$ cat config.mk
export PLATFORM = sky130hd
export DESIGN_NAME = serializer_tx
export DESIGN_NICKNAME = d
export VERILOG_FILES = /design/src/rtl/serial_link_pkg.sv /design/src/rtl/cycle_timer.sv /design/src/rtl/serializer_tx.sv
export SDC_FILE = /design/constraint.sdc
export NUM_CORES = 1
export LEC_CHECK = 0
export CORE_UTILIZATION = 54
export DETAILED_ROUTE_END_ITERATION = 10
export PLACE_DENSITY = 0.79
export SETUP_SLACK_MARGIN = 0.02
export SKIP_LAST_GASP = 1
export SYNTH_ARGS = -nofsm -noshare
export SYNTH_HDL_FRONTEND = slang
export SYNTH_SLANG_ARGS = --single-unit
$ cat constraint.sdc
create_clock -name clock -period 3.4 [get_ports clock]
set_input_delay 1.02 -clock clock [delete_from_list [all_inputs] [get_ports clock]]
set_output_delay 1.02 -clock clock [all_outputs]
set_load 0.05 [all_outputs]
$ cat src/rtl/serial_link_pkg.sv
// Shared definitions for the serial link: FSM state encoding and default timing,
// used by both the serializer and the deserializer.
package serial_link_pkg;

    localparam int DEFAULT_DATA_WIDTH      = 8;
    localparam int DEFAULT_STROBE_CYCLES   = 10;
    localparam int DEFAULT_GAP_CYCLES      = 10;
    localparam int DEFAULT_WORD_GAP_CYCLES = 300;

    typedef enum logic [2:0] {
        ST_IDLE,
        ST_WAIT_RDY,
        ST_STROBE,
        ST_GAP,
        ST_WORD_GAP
    } link_state_e;

    function automatic int max3(input int a, input int b, input int c);
        int m;
        m = (a > b) ? a : b;
        return (m > c) ? m : c;
    endfunction

    // One counter serves every phase, so it is sized for the longest of them.
    function automatic int timer_width(input int strobe_cycles, input int gap_cycles,
                                       input int word_gap_cycles);
        int w;
        w = $clog2(max3(strobe_cycles, gap_cycles, word_gap_cycles) + 1);
        return (w < 1) ? 1 : w;
    endfunction

endpackage

$ cat src/rtl/cycle_timer.sv
// Loadable down-counter; done is high while the count sits at zero, so loading
// N-1 gives a phase that lasts exactly N cycles.
module cycle_timer
    import serial_link_pkg::*;
#(
    parameter int WIDTH = timer_width(DEFAULT_STROBE_CYCLES, DEFAULT_GAP_CYCLES,
                                      DEFAULT_WORD_GAP_CYCLES)
) (
    input  logic             clock,
    input  logic             reset,
    input  logic             load,
    input  logic [WIDTH-1:0] load_value,
    output logic             done
);

    logic [WIDTH-1:0] count;

    always_ff @(posedge clock) begin
        if (reset) begin
            count <= '0;
        end else if (load) begin
            count <= load_value;
        end else if (count != '0) begin
            count <= count - WIDTH'(1);
        end
    end

    assign done = (count == '0);

endmodule

$ cat src/rtl/serializer_tx.sv
// Parallel-to-serial transmitter: words are shifted out MSB-first, each bit qualified
// by a write_out strobe. Define SERIALIZER_TX_PARITY_EN to append an even-parity bit.
//
//   state        | meaning
//   -------------+-----------------------------------------------------------
//   ST_IDLE      | ready_out high, waiting for valid_in
//   ST_WAIT_RDY  | word latched, waiting for the remote receiver (status_in)
//   ST_STROBE    | write_out high, data_out carries the current bit
//   ST_GAP       | write_out low, data_out held; shift at the end
//   ST_WORD_GAP  | idle spacing after the last bit before ready_out returns
module serializer_tx
    import serial_link_pkg::*;
#(
    parameter int DATA_WIDTH      = DEFAULT_DATA_WIDTH,
    parameter int STROBE_CYCLES   = DEFAULT_STROBE_CYCLES,
    parameter int GAP_CYCLES      = DEFAULT_GAP_CYCLES,
    parameter int WORD_GAP_CYCLES = DEFAULT_WORD_GAP_CYCLES
) (
    input  logic                  clock,
    input  logic                  reset,
    input  logic [DATA_WIDTH-1:0] data_in,
    input  logic                  valid_in,
    output logic                  ready_out,
    input  logic                  status_in,
    output logic                  data_out,
    output logic                  write_out,
    output logic                  busy_out,
    output logic [7:0]            words_sent_out
);

`ifdef SERIALIZER_TX_PARITY_EN
    localparam int NUM_BITS = DATA_WIDTH + 1;
`else
    localparam int NUM_BITS = DATA_WIDTH;
`endif

    localparam int TW = timer_width(STROBE_CYCLES, GAP_CYCLES, WORD_GAP_CYCLES);
    localparam int CW = $clog2(NUM_BITS + 1);

    localparam bit            HAS_WORD_GAP  = (WORD_GAP_CYCLES > 0);
    localparam logic [TW-1:0] STROBE_LOAD   = TW'(STROBE_CYCLES - 1);
    localparam logic [TW-1:0] GAP_LOAD      = TW'(GAP_CYCLES - 1);
    localparam logic [TW-1:0] WORD_GAP_LOAD = TW'(HAS_WORD_GAP ? WORD_GAP_CYCLES - 1 : 0);
    localparam logic [CW-1:0] LAST_BIT      = CW'(NUM_BITS - 1);

    link_state_e         state;
    logic [NUM_BITS-1:0] shift_reg;
    logic [NUM_BITS-1:0] load_word;
    logic [CW-1:0]       bit_cnt;

    logic          timer_done;
    logic          timer_load;
    logic [TW-1:0] timer_value;
    logic          last_bit;
    logic          start_strobe;
    logic          start_gap;
    logic          start_word_gap;

`ifdef SERIALIZER_TX_PARITY_EN
    assign load_word = {data_in, ^data_in};
`else
    assign load_word = data_in;
`endif

    // Timer reloads happen on the same edge as the state change they time.
    always_comb begin
        last_bit       = (bit_cnt == LAST_BIT);
        start_strobe   = ((state == ST_WAIT_RDY) && status_in) ||
                         ((state == ST_GAP) && timer_done && !last_bit);
        start_gap      = (state == ST_STROBE) && timer_done;
        start_word_gap = HAS_WORD_GAP && (state == ST_GAP) && timer_done && last_bit;

        timer_load  = start_strobe || start_gap || start_word_gap;
        timer_value = STROBE_LOAD;
        if (start_gap) begin
            timer_value = GAP_LOAD;
        end else if (start_word_gap) begin
            timer_value = WORD_GAP_LOAD;
        end
    end

    cycle_timer #(
        .WIDTH (TW)
    ) u_timer (
        .clock      (clock),
        .reset      (reset),
        .load       (timer_load),
        .load_value (timer_value),
        .done       (timer_done)
    );

    always_ff @(posedge clock) begin
        if (reset) begin
            state          <= ST_IDLE;
            ready_out      <= 1'b1;
            data_out       <= 1'b0;
            write_out      <= 1'b0;
            busy_out       <= 1'b0;
            words_sent_out <= '0;
            shift_reg      <= '0;
            bit_cnt        <= '0;
        end else begin
            case (state)
                ST_IDLE: begin
                    if (valid_in && ready_out) begin
                        shift_reg <= load_word;
                        bit_cnt   <= '0;
                        ready_out <= 1'b0;
                        busy_out  <= 1'b1;
                        state     <= ST_WAIT_RDY;
                    end
                end

                ST_WAIT_RDY: begin
                    if (status_in) begin
                        data_out  <= shift_reg[NUM_BITS-1];
                        write_out <= 1'b1;
                        state     <= ST_STROBE;
                    end
                end

                ST_STROBE: begin
                    if (timer_done) begin
                        write_out <= 1'b0;
                        state     <= ST_GAP;
                    end
                end

                ST_GAP: begin
                    if (timer_done) begin
                        shift_reg <= {shift_reg[NUM_BITS-2:0], 1'b0};
                        bit_cnt   <= bit_cnt + CW'(1);
                        if (last_bit) begin
                            words_sent_out <= words_sent_out + 8'd1;
                            if (HAS_WORD_GAP) begin
                                state <= ST_WORD_GAP;
                            end else begin
                                ready_out <= 1'b1;
                                busy_out  <= 1'b0;
                                state     <= ST_IDLE;
                            end
                        end else begin
                            // Next bit appears together with the rising strobe.
                            data_out  <= shift_reg[NUM_BITS-2];
                            write_out <= 1'b1;
                            state     <= ST_STROBE;
                        end
                    end
                end

                ST_WORD_GAP: begin
                    if (timer_done) begin
                        ready_out <= 1'b1;
                        busy_out  <= 1'b0;
                        state     <= ST_IDLE;
                    end
                end

                default: begin
                    state <= ST_IDLE;
                end
            endcase
        end
    end

endmodule

==> results by group <==
Cells and area
  • Post-Layout Cell Count: 270
  • Commonest non-fill, non-tap cell in the layout: dfxtp_1
  • Filler cells: around 290
  • Most frequent cells in the layout: 36 x dfxtp_1, 33 x nor2_1, 23 x clkdlybuf4s50_1, 14 x a21oi_1, 14 x nand2_1
  • Fraction of layout cells with a size suffix above 1: 0.0752
  • NumNets Final: 240
  • Ant. Diodes: 0
  • Largest register FFs: 9
  • P&R area growth vs syn: 18.8%

Clock tree
  • Clock sink count: 36
  • Max H-tree Level: 2
  • Clock transition at path regs: around 120 ps
  • Resized Gates After CTS: 0
  • Clock Path Buffers: 2
  • Cts hold-fix bufs: 0
  • Clk root buf: clkbuf_4
  • Clk Latency, worst-skew pair: about 340 ps
  • CTS buffer count: 5
  • TritonCTS clock tree: done
  • # Post-CTS Setup Buffers: 0

Setup path
  • CP arrival: 1630 ps
  • Worst endpoint required time: approximately 2400 ps
  • Crit path kind: reg2out
  • CP Launch Type: flip-flop
  • Reg-to-reg endpoint: state[0]$_SDFFE_PP0P_
  • Family with the most delay on the worst path: buffers and inverters
  • CP max stage delay: ~840 ps
  • Number of buffers and inverters on the critical path: 1
  • CP max stage cell: clkdlybuf4s50_1
  • R2R Path Start: u_timer.count[0]$_SDFFE_PP0P_
  • R2R depth: 7
  • Reg2Reg Setup Slack: about 770 ps
  • Critical-path cell list: clkdlybuf4s50_1
  • Crit path max fanout: 4
  • Crit. End Element: primary output

Floorplanning
  • Die Width: just under 60 um
  • IO Pins: 24
  • Die height: around 60 um
  • Die area: 3480 um^2
  • Core area: 3080 um^2
  • Site Rows: 20
  • Initial Util: 0.570

STA
  • Worst slew pin tran: 603 ps
  • Clk_skew: 11.6 ps
  • RSZ-0062 raised after global routing: false
  • Slew Limit Fails: 0
  • Max_slew headroom: 0.596
  • Post-route setup TNS: 0 ps
  • Setup violators final: 0
  • Fin worst setup slack: around 750 ps
  • Max Freq: roughly 380 MHz
  • Hold Vio Cnt, Final: 0
  • Hold slack final: roughly 470 ps
  • Final worst-path cycle share: 0.779
  • Minimum clock period: 2650 ps

Worst hold path
  • Hold Path Stages: 2
  • Worst min-delay path category: reg2reg
  • Worst hold start: shift_reg[7]$_SDFFE_PP0P_
  • Hold EP: shift_reg[7]$_SDFFE_PP0P_

Synthesis
  • Post-synthesis sequential area ratio: 0.411
  • Syn Nets: approximately 220
  • Post-synth EDFFs: 0
  • Async S/R FF share, synth: 0
  • Mapped Cells: 204
  • Register bit total from synthesis: 36
  • Total number of yosys warnings: 0
  • Avg Inst Size Synth: 8.61 um^2
  • Synth Cell Area: 1760 um^2
  • Yosys cell types: 42
  • Most used DFF post-synth: dfxtp_1

Global routing
  • Grt ovf: 0
  • Vias in the first global route: between 1,000 and 1,500
  • Met1 GRT Util: 0.269
  • GRT busiest layer: met2
  • GRT Total Usage: 0.232
  • Antenna violations before repair: 0
  • First-pass GRT wire length: approximately 6.0 mm
  • M3 GR Usage: 0.0568
  • Largest net degree at the start of global routing: 16
  • GR Util met2: 0.390

Power and ir drop
  • Peak VDD IR: between 400 and 500 uV
  • Sequential Power Share: 0.397
  • Switching share of power: 0.390
  • Combinational group share of total power: 0.394
  • Clk pwr share: 0.210
  • Leak: 0.826 nW
  • Power Total: 1.43 mW
  • Power Density: around 690 nW/um^2
  • Switching pwr: around 0.56 mW
  • Internal power: around 0.87 mW

Flow run
  • Max Cap Violations: 0

Place
  • PortBufs: 23
  • Hpwl dp: roughly 2.8 mm
  • Placed cell count: 262
  • Place WS: just under 800 ps
  • Placer Congestion: 0.852

Detailed routing
  • Total wire length: ~3.7 mm
  • DR WL/cell: approximately 14 um
  • Via/cell ratio: between 5 and 6
  • DRT Pass-1 Iters: 4
  • Vias: roughly 1,500
  • Number of remaining DRC errors: 0
  • Number of routed nets with antenna violations: 0
  • 1st-iter DRT viols: 122

Run status
  • Status: completed
==> cell type report <==
type / instances / area, um^2 / area share
Tap cell: 44 / 55.1 / 0.0264
Clock buffer: 5 / 37.5 / 0.0180
Sequential cell: 36 / 721 / 0.346
Multi-Input combinational cell: 153 / 966 / 0.463
Inverter: 3 / 11.3 / 0.00540
Clock inverter: 3 / 42.5 / 0.0204
Timing Repair Buffer: 26 / 253 / 0.121
==> synth_stat cells (all sizes together), types with 2 or more instances <==
library cell / n / area, um^2
xor2: 5 / 43.8
o21ai: 4 / 20.0
clkbuf: 8 / 30.0
ha: 3 / 37.5
inv: 3 / 11.3
nor2b: 3 / 18.8
a21boi: 2 / 15.0
a211oi: 9 / 67.6
nand2: 14 / 52.6
a22oi: 2 / 15.0
nand2b: 3 / 18.8
nor2: 33 / 124
dfxtp: 36 / 721
xnor2: 6 / 52.6
a21oi: 14 / 70.1
or3: 2 / 12.5
nand3: 10 / 55.1
o21bai: 2 / 15.0
buf: 4 / 27.5
nor3: 14 / 86.3
mux2i: 11 / 110
nor4: 2 / 27.5
nand3b: 2 / 15.0
==> metrics by stage <==
| step | util | area [um^2] |
|---|---|---|
| final | 0.678 | 2090 |
| after global routing | 0.678 | 2090 |
| after CTS | 0.678 | 2090 |
| after detailed placement | 0.652 | 2010 |
| after global placement | 0.652 | 2010 |
| after floorplan | - | 1760 |
==> per-layer routing <==
layer / up-vias / part of all wire
met2: 31 / 0.49
met5: - / 0
met4: 0 / 0.015
met3: 7 / 0.035
met1: 714 / 0.46
li1: 761 / -
==> power by group through the flow <==
stage                     registers (mW)  logic [mW]  clock network, mW
final                              0.568       0.564              0.301
after global routing               0.578       0.632              0.322
after CTS                          0.567       0.565              0.302
after detailed placement           0.577       0.562                  0
after global placement             0.571       0.542                  0
after floorplan                    0.594       0.425                  0
==> logic make-up (layout without fill, tap and decap cells) <==
logic type,after synthesis,after routing,synth area share
XOR/XNOR,11,11,0.0549
AO/OA/AOI/OAI,38,38,0.138
multiplexers,12,12,0.0713
adder cells (fa/ha/maj),3,3,0.0214
flip-flops,36,36,0.411
buffers and inverters,15,37,0.0392
AND/OR/NAND/NOR,89,89,0.265
==> worst max path at each step <==
stage,startpoint,endpoint,slack (ps),cells past startpoint
4_1_cts,words_sent_out[5]$_SDFFE_PP0P_,words_sent_out[5],740,1
6_report,words_sent_out[5]$_SDFFE_PP0P_,words_sent_out[5],750,1
2_1_floorplan,u_timer.count[0]$_SDFFE_PP0P_,words_sent_out[7]$_SDFFE_PP0P_,860,9
3_5_place_dp,status_in,u_timer.count[8]$_SDFFE_PP0P_,790,5
5_1_grt,u_timer.count[1]$_SDFFE_PP0P_,u_timer.count[8]$_SDFFE_PP0P_,550,6
3_3_place_gp,u_timer.count[0]$_SDFFE_PP0P_,words_sent_out[7]$_SDFFE_PP0P_,840,7
No activity file was read; power rests on OpenSTA's default activity.
